### src/rtl/mem_ctrl_param.sv
`default_nettype none
// ============================================================================
// Module   : mem_ctrl_param
// Purpose  : Parametrised bridge between the core memory port and a
//            synchronous single-port RAM, plus one memory-mapped IO word.
//            Reads have priority over writes; read data is registered.
// Revision : 1.0 - initial release
// ----------------------------------------------------------------------------
// Ports:
//   clk, reset             clock / asynchronous active-high reset
//   core_addr/wdata/wmask  core byte address, write data, byte write mask
//   core_rstrb             read request strobe
//   core_rdata             registered read data (held until next read ends)
//   core_rbusy/wbusy       read / write in progress
//   ram_addr/wdata/byteena registered RAM word address, data, byte enables
//   ram_wen/ram_rden       RAM write / read enables (never both high)
//   ram_rdata              RAM read data, valid READ_LAT cycles after rden
//   io_wen/io_wdata        one-cycle IO write strobe and registered data
//   io_rdata               IO read value
//   addr_err               sticky out-of-range flag (MEMCTL_RANGE_CHECK_EN)
// Optional feature macro: MEMCTL_RANGE_CHECK_EN
// ============================================================================
module mem_ctrl_param #(
    parameter int          DATA_W   = 32,
    parameter int          ADDR_W   = 10,
    parameter int          READ_LAT = 1,
    parameter logic [31:0] IO_ADDR  = 32'h0000_0FFC
) (
    input  logic                  clk,
    input  logic                  reset,
    input  logic [31:0]           core_addr,
    input  logic [DATA_W-1:0]     core_wdata,
    input  logic [DATA_W/8-1:0]   core_wmask,
    input  logic                  core_rstrb,
    output logic [DATA_W-1:0]     core_rdata,
    output logic                  core_rbusy,
    output logic                  core_wbusy,
    output logic [ADDR_W-1:0]     ram_addr,
    output logic [DATA_W-1:0]     ram_wdata,
    output logic                  ram_wen,
    output logic                  ram_rden,
    output logic [DATA_W/8-1:0]   ram_byteena,
    input  logic [DATA_W-1:0]     ram_rdata,
    output logic                  io_wen,
    output logic [DATA_W-1:0]     io_wdata,
`ifdef MEMCTL_RANGE_CHECK_EN
    output logic                  addr_err,
`endif
    input  logic [DATA_W-1:0]     io_rdata
);

    localparam int         BE_W     = DATA_W / 8;
    localparam logic [2:0] c_lat_m1 = 3'(READ_LAT - 1);

    typedef enum logic [2:0] {
        S_IDLE    = 3'd0,
        S_RD      = 3'd1,
        S_RD_WAIT = 3'd2,
        S_WR      = 3'd3,
        S_IO_RD   = 3'd4
    } state_t;

    state_t              state_q, state_d;
    logic [2:0]          cnt_q, cnt_d;
    logic [DATA_W-1:0]   core_rdata_q, core_rdata_d;
    logic                core_rbusy_q, core_rbusy_d;
    logic                core_wbusy_q, core_wbusy_d;
    logic [ADDR_W-1:0]   ram_addr_q, ram_addr_d;
    logic [DATA_W-1:0]   ram_wdata_q, ram_wdata_d;
    logic                ram_wen_q, ram_wen_d;
    logic                ram_rden_q, ram_rden_d;
    logic [BE_W-1:0]     ram_byteena_q, ram_byteena_d;
    logic                io_wen_q, io_wen_d;
    logic [DATA_W-1:0]   io_wdata_q, io_wdata_d;

    // The IO word is matched on the word address; byte offset is don't-care.
    logic w_is_io;
    logic w_unused_addr;
    assign w_is_io       = (core_addr[31:2] == IO_ADDR[31:2]);
    assign w_unused_addr = ^core_addr[1:0];

`ifdef MEMCTL_RANGE_CHECK_EN
    // A dropped read reuses the one-cycle IO_RD slot and returns zero.
    logic w_hi;
    logic drop_q, drop_d;
    logic addr_err_q, addr_err_d;
    assign w_hi = ((core_addr >> (ADDR_W + 2)) != 32'd0);
`endif

    always_comb begin
        state_d       = state_q;
        cnt_d         = cnt_q;
        core_rdata_d  = core_rdata_q;
        ram_addr_d    = ram_addr_q;
        ram_wdata_d   = ram_wdata_q;
        ram_byteena_d = '0;
        io_wen_d      = 1'b0;
        io_wdata_d    = io_wdata_q;
`ifdef MEMCTL_RANGE_CHECK_EN
        drop_d        = drop_q;
        addr_err_d    = addr_err_q;
`endif
        case (state_q)
            S_IDLE: begin
`ifdef MEMCTL_RANGE_CHECK_EN
                drop_d = 1'b0;
`endif
                if (core_rstrb) begin
                    if (w_is_io) begin
                        state_d = S_IO_RD;
`ifdef MEMCTL_RANGE_CHECK_EN
                    end else if (w_hi) begin
                        state_d    = S_IO_RD;
                        drop_d     = 1'b1;
                        addr_err_d = 1'b1;
`endif
                    end else begin
                        state_d    = S_RD;
                        ram_addr_d = core_addr[ADDR_W+1:2];
                        cnt_d      = c_lat_m1;
                    end
                end else if (|core_wmask) begin
                    if (w_is_io) begin
                        io_wen_d   = 1'b1;
                        io_wdata_d = core_wdata;
`ifdef MEMCTL_RANGE_CHECK_EN
                    end else if (w_hi) begin
                        addr_err_d = 1'b1;
`endif
                    end else begin
                        state_d       = S_WR;
                        ram_addr_d    = core_addr[ADDR_W+1:2];
                        ram_wdata_d   = core_wdata;
                        ram_byteena_d = core_wmask;
                    end
                end
            end
            S_RD: begin
                state_d = S_RD_WAIT;
                cnt_d   = c_lat_m1;
            end
            S_RD_WAIT: begin
                // READ_LAT cycles here; RAM data is valid in the last one.
                if (cnt_q == 3'd0) begin
                    core_rdata_d = ram_rdata;
                    state_d      = S_IDLE;
                end else begin
                    cnt_d = cnt_q - 3'd1;
                end
            end
            S_WR: begin
                state_d = S_IDLE;
            end
            S_IO_RD: begin
`ifdef MEMCTL_RANGE_CHECK_EN
                core_rdata_d = drop_q ? '0 : io_rdata;
`else
                core_rdata_d = io_rdata;
`endif
                state_d = S_IDLE;
            end
            default: begin
                state_d = S_IDLE;
            end
        endcase

        // Status outputs are registered versions of the next state.
        core_rbusy_d = (state_d == S_RD) || (state_d == S_RD_WAIT) || (state_d == S_IO_RD);
        ram_rden_d   = (state_d == S_RD);
        ram_wen_d    = (state_d == S_WR);
        core_wbusy_d = (state_d == S_WR);
    end

    always_ff @(posedge clk or posedge reset) begin
        if (reset) begin
            state_q       <= S_IDLE;
            cnt_q         <= 3'd0;
            core_rdata_q  <= '0;
            core_rbusy_q  <= 1'b0;
            core_wbusy_q  <= 1'b0;
            ram_addr_q    <= '0;
            ram_wdata_q   <= '0;
            ram_wen_q     <= 1'b0;
            ram_rden_q    <= 1'b0;
            ram_byteena_q <= '0;
            io_wen_q      <= 1'b0;
            io_wdata_q    <= '0;
`ifdef MEMCTL_RANGE_CHECK_EN
            drop_q        <= 1'b0;
            addr_err_q    <= 1'b0;
`endif
        end else begin
            state_q       <= state_d;
            cnt_q         <= cnt_d;
            core_rdata_q  <= core_rdata_d;
            core_rbusy_q  <= core_rbusy_d;
            core_wbusy_q  <= core_wbusy_d;
            ram_addr_q    <= ram_addr_d;
            ram_wdata_q   <= ram_wdata_d;
            ram_wen_q     <= ram_wen_d;
            ram_rden_q    <= ram_rden_d;
            ram_byteena_q <= ram_byteena_d;
            io_wen_q      <= io_wen_d;
            io_wdata_q    <= io_wdata_d;
`ifdef MEMCTL_RANGE_CHECK_EN
            drop_q        <= drop_d;
            addr_err_q    <= addr_err_d;
`endif
        end
    end

    assign core_rdata  = core_rdata_q;
    assign core_rbusy  = core_rbusy_q;
    assign core_wbusy  = core_wbusy_q;
    assign ram_addr    = ram_addr_q;
    assign ram_wdata   = ram_wdata_q;
    assign ram_wen     = ram_wen_q;
    assign ram_rden    = ram_rden_q;
    assign ram_byteena = ram_byteena_q;
    assign io_wen      = io_wen_q;
    assign io_wdata    = io_wdata_q;
`ifdef MEMCTL_RANGE_CHECK_EN
    assign addr_err    = addr_err_q;
`endif

endmodule
`default_nettype wire

### config.mk
export PLATFORM = sky130hd
export DESIGN_NAME = mem_ctrl_param
export DESIGN_NICKNAME = d
export VERILOG_FILES = /design/src/rtl/mem_ctrl_param.sv
export SDC_FILE = /design/constraint.sdc
export NUM_CORES = 1
export LEC_CHECK = 0
export CORE_MARGIN = 2
export CORE_UTILIZATION = 41
export CTS_BUF_LIST = sky130_fd_sc_hd__clkbuf_4 sky130_fd_sc_hd__clkbuf_8
export CTS_CLUSTER_SIZE = 20
export DETAILED_ROUTE_END_ITERATION = 10
export PLACE_DENSITY_LB_ADDON = 0.05
export SETUP_SLACK_MARGIN = 0.05
export SLEW_MARGIN = 0
export SYNTH_ARGS = -nofsm -noshare
export SYNTH_HDL_FRONTEND = slang
export SYNTH_SLANG_ARGS = --single-unit
export TNS_END_PERCENT = 30
### constraint.sdc
create_clock -name clk -period 4.35 [get_ports clk]
set_clock_uncertainty 0.05 [all_clocks]
set_input_delay 0.435 -clock clk [delete_from_list [all_inputs] [get_ports clk]]
set_output_delay 0.435 -clock clk [all_outputs]
set_load 0.005 [all_outputs]
# Word-level counts from Yosys, hierarchy flattened

Index checks and enable logic that the tools add are counted.

Register bits after elaboration: 120
Output and inout port bits: 115
Bits of input ports: 135
Logic and storage cells: 62

Equal/unequal tests: 12
Reduce and logical (&&, ||, !) cells: 13
Bitwise gates (word level): 2
Mux-type cells: 23
Add/subtract/negate cells: 1

Operators by type and width:

| kind                                                                     | count |
|---|---|
| 32-bit one-hot mux with 2 select lines                                   | 1 |
| 32-bit 2-to-1 mux                                                        | 1 |
| 30-bit by 10-bit equality test with 1-bit output (second input constant) | 1 |
| 10-bit 2-to-1 mux                                                        | 3 |
| 3-bit 2-to-1 mux                                                         | 8 |
| 3-bit one-hot mux with 3 select lines                                    | 2 |
| 4-bit 2-to-1 mux                                                         | 4 |
| 4-bit AND reduction                                                      | 3 |
| 3-bit by 2-bit equality test with 1-bit output (second input constant)   | 3 |
| 2-bit != test (second input constant)                                    | 4 |
| 3-bit by 1-bit equality test with 1-bit output (second input constant)   | 2 |
| 3-bit equality test (second input constant)                              | 2 |
| 3-bit logical NOT                                                        | 2 |
| 1-bit 2-to-1 mux                                                         | 4 |
| 2-bit AND reduction                                                      | 2 |
| 2-bit nonzero test                                                       | 2 |
| 4-bit OR reduction                                                       | 1 |
| 3-bit nonzero test                                                       | 1 |
| 3-bit by 1-bit subtractor with 3-bit output (second input constant)      | 1 |
| 1-bit logical OR                                                         | 2 |
| 1-bit NOT                                                                | 2 |

# Longest topological paths before layout

Gate-level depths: netlist of run 1.

Word-level depth: 8
Gate-level depth with buffers: 7
Gate-level depth less buffers: 6

# Worst setup path before layout of run 1

OpenSTA, ideal clock, no wires.

Path type: input to register
Start point: input port core_addr[13]
End point: register io_wdata_q[10] (netlist: io_wdata[10])
Cell stages on the path: 5
Arrival: 2220 ps
Setup slack: 1955 ps
Library setup time: 125 ps
Path buffers: 1
Path through: or4_1 -> or4_4 -> nor3_4 -> buf_6 -> mux2_2

Cells in the longest elaborated chain, start to end: 2

Ends and longest elaborated chain:

| item                                             | RTL line | source |
|---|---|---|
| from (decl)                                      | 31       | `input logic [31:0] core_addr,` |
| 30-bit by 10-bit equality test with 1-bit output | 79       | `assign w_is_io = (core_addr[31:2] == IO_ADDR[31:2]);` |
| 4-bit AND reduction (no line)                    | --       |  |
| to (signal assigned)                             | 204      | `io_wdata_q <= io_wdata_d;` |
| to (decl)                                        | 74       | `logic [DATA_W-1:0] io_wdata_q, io_wdata_d;` |

Every way passes these cells.
A chain may end at the register's enable or synchronous reset.

# Worst setup path after layout of run 1

Start point: input port core_addr[12]
End point: register ram_wdata_q[15] (netlist: ram_wdata[15])

Cells in the longest elaborated chain, start to end: 3

Ends and longest elaborated chain:

| item                                             | RTL line | source |
|---|---|---|
| 30-bit by 10-bit equality test with 1-bit output | 79       |  |
| 1-bit NOT (no line)                              | --       |  |
| 4-bit AND reduction (no line)                    | --       |  |
| to (signal assigned)                             | 199      | `ram_wdata_q <= ram_wdata_d;` |
| to (decl)                                        | 69       | `logic [DATA_W-1:0] ram_wdata_q, ram_wdata_d;` |

Every way passes these cells.

==> impl_metrics.tcl, run 1 <==
set metrics [dict create \
    place_area_um2 7560 \
    synth-xor-area-share_pct 0 \
    start_util_pct 41.6 \
    finalHoldViolCount 0 \
    drive_above_1_share_pct 18.7 \
    r2r-start "state_q[0]" \
    setup_tns_ns 0 \
    async_flop_share_pct 100 \
    ys_seq_elements 120 \
    viasPerCell 4.95 \
    synth_top_cell_by_area "dfrtp_1" \
    rr_worst_depth 5 \
    cts_setup_buffers 0 \
    syn_nets 507 \
    status "finished, final reports clean" \
    yosys_warnings 0 \
    rsz0062_at_grt "no" \
    vdd_drop_max_uv 374 \
    synthFlopType "dfrtp_1" \
    synth-simple-area-share_pct 7.39 \
    fin_nets 756 \
    postCtsResizedCells 0 \
    max_freq_mhz 354 \
    crit_path_start_kind "primary input" \
    first_iter_violations 136 \
    die_area_um2 13000 \
    synth_edf_count 0 \
    min_path_type "reg -> reg" \
    ff2ff_setup_slack_ns 1.75 \
    worst-path-max-fanout 27 \
    relSlewSlack_pct 28.0 \
    cts_sinks 120 \
    yosys-top-cells-area "dfrtp_1 61%, mux2_2 17%, mux2i_1 6.7%" \
    synth-compound-area-share_pct 5.10 \
    core_area_um2 11900 \
    power_leakage_nw 3.33 \
    die_y_um 114 \
    setup.worst_path.end_class "flop" \
    tritoncts "built" \
    dr_total_vias 3859 \
    synth_top_family_by_area "multiplexers" \
    htree_num_levels 4 \
    drt_first_pass_iters 4 \
    worstMarginPinSlew_ns 1.08 \
    cts_buffers 17 \
    endpoint "ram_wdata[15]" \
    grt_pass1_vias 3943 \
    yosysTopAreaCellShare_pct 60.6 \
    ios 250 \
    mostFrequentLayoutCells "247 x clkdlybuf4s50_1, 120 x dfrtp_1, 75 x mux2_2, 35 x nor2_1" \
    crit_start "core_addr[12]" \
    final_cell_count_no_fill 779 \
    path_class "in -> reg" \
    r2r-end "io_wdata[9]" \
    setup_viol 0 \
    wire_per_inst_um 16.5 \
    grt_first_pass_wirelength_um 20200 \
    dp_cells 747 \
    layout_commonest_cell "clkdlybuf4s50_1" \
    diodes 0 \
    synthMuxAreaShare_pct 23.7 \
    post-route-period-util_pct 64.9 \
    grt_max_degree 75 \
    worstPathRequired_ns 4.61 \
    synth_cell_type_count 33 \
    die_x_um 114 \
    drt_wl_total_um 12900 \
    clkTransAtPathRegs_ns 0.07 \
    postSynthAreaPerCell_um2 13.4 \
    cts_root_buf "clkbuf_8" \
    slew_violations 0 \
    io_buffers 247 \
    post-route-min-period_ns 2.83 \
    gp_congestion 0.799 \
    synthAdderAreaFrac_pct 0.505 \
    fill_cells 920 \
    drv_cap 0 \
    synth_cells 370 \
    overflow 0 \
    hold_buffers 0 \
    syn-cell-area_um2 4960 \
    place_hpwl_um 9570 \
    drt_drc_violations_left 0 \
    arrival_ns 3.08 \
    clock_latency_ns 0.42 \
    ant_nets 0 \
    power.density_nw_per_um2 555 \
    clockBufferDepth 2 \
    grt_usage_pct 20.2 \
    areaGrowthSynthToFinish_pct 61.6 \
    final_cell_area_um2 8010 \
    antenna_found_initial 0 \
    num_rows 40 \
    ys_seq_area_share_pct 60.6 \
]
## cells by family after synthesis
group                      after synthesis
DFF                                    120
and+or+nand+nor                         69
buffers and inverters                   26
adders and majority gates                2
AOI/OAI and AO/OA                       45
muxes                                  108
## through the flow
stage	power (mW)	hold slack, ns	utilization, %	setup slack, ns
2_1_floorplan	2.34	0.454	-	0.679
3_5_place_dp	3.37	0.443	63.5	1.07
6_report	4.44	0.456	67.3	1.52
4_1_cts	4.50	0.458	67.3	1.52
5_1_grt	4.72	0.473	67.3	1.37
3_3_place_gp	3.32	0.436	63.5	1.06
## cell usage after synthesis (4+ instances only)
library cell  count
and3_1            4
nand2_1           4
inv_1             4
mux2_2           75
nor4_1            5
nor3_1            4
mux2i_1          33
a21oi_1          34
buf_2             7
dfrtp_1         120
nor2_1           35
clkbuf_1         10
## worst max-delay path, cell delays in order
cell	delay, ns
clkdlybuf4s50_1	0.40
or4_1	0.55
nor4_1	0.40
a21o_1	0.44
buf_4	0.45
mux2_2	0.38
## state kept, by name, summed over array words and instances (netlist names)
register,flops
core_rbusy,1
ram_rden,1
io_wdata,32
ram_wen,1
cnt_q,3
state_q,3
ram_wdata,32
core_rdata,32
ram_byteena,4
ram_addr,10
io_wen,1
## layer usage
| layer | up-vias | global-route usage [%] | routed length, um |
|---|---|---|---|
| met5 | - | 0 | 0 |
| met4 | 0 | 6.75 | 148 |
| met3 | 15 | 9.40 | 1350 |
| met2 | 154 | 32.2 | 6120 |
| met1 | 1880 | 24.4 | 5260 |
| li1 | 1810 | - | - |
## worst min-delay path by stage
stage,start,endpoint,depth (start not counted)
floorplan,ram_wdata[10],ram_wdata[10],1
global placement,ram_wdata[26],ram_wdata[26],1
detailed placement,ram_wdata[4],ram_wdata[4],1
CTS,ram_wdata[4],ram_wdata[4],1
global route,ram_wdata[1],ram_wdata[1],1
finish,io_wdata[16],io_wdata[16],1
## report_power, final
group | switching (mW) | total, mW | internal (mW)
Clock | 0.438 | 1.11 | 0.676
Combinational | 0.587 | 1.63 | 1.04
Sequential | 0.204 | 1.70 | 1.49
Total | 1.23 | 4.44 | 3.21
## layout make-up
cell class / count / area, um2 / share of cell area, %
flip-flops and latches: 120 / 3000 / 37.5
repair buffers: 252 / 2520 / 31.5
multi-input cells: 224 / 1830 / 22.9
clock buffers: 21 / 283 / 3.53
well taps: 147 / 184 / 2.30
clock inverters: 11 / 170 / 2.12
inverters: 4 / 17.5 / 0.219
No activity file was read; power rests on OpenSTA's default activity.
==> run 2: changes to the inputs <==
clock period = 2.6 ns   (was 4.35 ns; I/O delays follow)
==> run 2 against run 1 <==
  * Combinational power increased by 73%
  * Sequential share of layout area decreased by 0.44 points
  * Global-route usage about the same
  * Non-clock buffer count increased by 8
  * Clock power increased by 62%
  * First-iteration DRC count increased by 24%
  * Die area unchanged
  * Count of clock-buffer cells in the layout decreased by 4
  * Register-to-register slack got worse by 1.3 ns
  * Hold slack got worse by 0.22 ns
  * Critical path depth unchanged
  * Critical path type unchanged
  * Largest cell class unchanged
==> impl_metrics.tcl, run 2 (same netlist as run 1, synthesis figures left out) <==
set metrics [dict create \
    tritoncts "built" \
    start_util_pct 41.6 \
    power_leakage_nw 3.38 \
    areaGrowthSynthToFinish_pct 63.5 \
    antenna_found_initial 0 \
    drt_drc_violations_left 0 \
    rr_worst_depth 4 \
    place_ws_ns -0.133 \
    layout_commonest_cell "clkdlybuf4s50_1" \
    worstPathRequired_ns 2.85 \
    htree_num_levels 4 \
    viasPerCell 4.91 \
    rsz0062_at_grt "no" \
    setup.worst_path.end_class "flop" \
    drt_first_pass_iters 6 \
    post-route-min-period_ns 2.29 \
    post-route-period-util_pct 88.0 \
    place_hpwl_um 9590 \
    worstMarginPinSlew_ns 1.07 \
    status "finished, final reports clean" \
    gp_congestion 0.740 \
    cts_root_buf "clkbuf_8" \
    drv_cap 0 \
    final_cell_count_no_fill 787 \
    hold_buffers 0 \
    core_area_um2 11900 \
    crit_start "core_addr[13]" \
    io_buffers 247 \
    path_class "in -> reg" \
    mostFrequentLayoutCells "247 x clkdlybuf4s50_1, 120 x dfrtp_1, 75 x mux2_2, 35 x nor2_1" \
    drive_above_1_share_pct 19.7 \
    diodes 0 \
    ios 250 \
    die_area_um2 13000 \
    multi_input_area_um2 1830 \
    min_path_type "in -> async" \
    grt_first_pass_wirelength_um 20200 \
    cts_sinks 120 \
    drt_wl_total_um 12600 \
    clkTransAtPathRegs_ns 0.07 \
    final_cell_area_um2 8110 \
    relSlewSlack_pct 29.0 \
    dp_cells 755 \
    setup_tns_ns 0 \
    slew_violations 0 \
    register_area_um2 3000 \
    vdd_drop_max_uv 508 \
    finalHoldViolCount 0 \
    crit_path_start_kind "primary input" \
    clock_latency_ns 0.42 \
    hold_ws_ns 0.235 \
    worst_slack_ns 0.312 \
    setup_viol 0 \
    grt_usage_pct 20.2 \
    critPathSlowestCell "or4_1" \
    ant_nets 0 \
    fin_nets 764 \
    wire_per_inst_um 16.0 \
    max_freq_mhz 437 \
    postCtsResizedCells 0 \
    dr_total_vias 3867 \
    num_rows 40 \
    crit_path_cell_trace "clkdlybuf4s50_1 > or4_1 > or4_4 > nor3_4 > buf_12 > mux2_2" \
    cts_setup_buffers 0 \
    worst-path-max-fanout 27 \
    overflow 0 \
    die_y_um 114 \
    power.total_mw 7.42 \
    first_iter_violations 169 \
    die_x_um 114 \
    r2r-start "state_q[0]" \
    cts_buffers 17 \
    grt_max_degree 65 \
    power.density_nw_per_um2 915 \
    place_area_um2 7670 \
    clockBufferDepth 2 \
    arrival_ns 2.54 \
    grt_pass1_vias 4132 \
    final_core_util_pct 68.1 \
    fill_cells 908 \
    slowest_delay_ns 0.55 \
]
-- run 2: cell types whose count changed in the layout (fill, tap and decap cells not counted) --
| cell | change |
|---|---|
| clkinv_4 | +3 |
| clkbuf_8 | -3 |
| clkbuf_4 | -1 |
| buf_12 | +4 |
| buf_4 | +4 |
| clkinv_2 | +1 |
| inv_6 | +1 |
| inv_4 | -1 |
-- run 2: final timing paths --
kind | endpoint | slack (ns)
min | io_wdata[9] | 0.23
max reg2reg | ram_addr[7] | 0.43
max in group asynchronous | ram_wdata[11] | 1.59
min in group clk | ram_byteena[0] | 0.37
max | io_wdata[5] | 0.31
min reg2reg | ram_wdata[6] | 0.46
-- run 2: final cells by class --
type                    instances  area share (%)
inverters                       4           0.232
clock buffers                  17            2.89
multi-input cells             224            22.6
repair buffers                260            32.5
clock inverters                15            2.50
well taps                     147            2.27
flip-flops and latches        120            37.0
-- run 2: critical path, delay by kind of cell --
kind | cells | cell delay (ns)
AND/OR/NAND/NOR | 3 | 1.27
buffers and inverters | 2 | 0.64
multiplexers | 1 | 0.36
-- run 2: layer usage --
layer,track usage (%),wire [um],vias up
met1,22.8,4810,1857
met4,7.24,227,0
met2,33.5,6200,161
met5,0,0,-
li1,-,-,1829
met3,9.67,1320,20
-- run 2: where the power goes --
part,internal (mW),switching [mW],total (mW)
Clock,1.05,0.756,1.80
Sequential,2.50,0.299,2.80
Combinational,1.81,1.01,2.82
Total,5.35,2.07,7.42
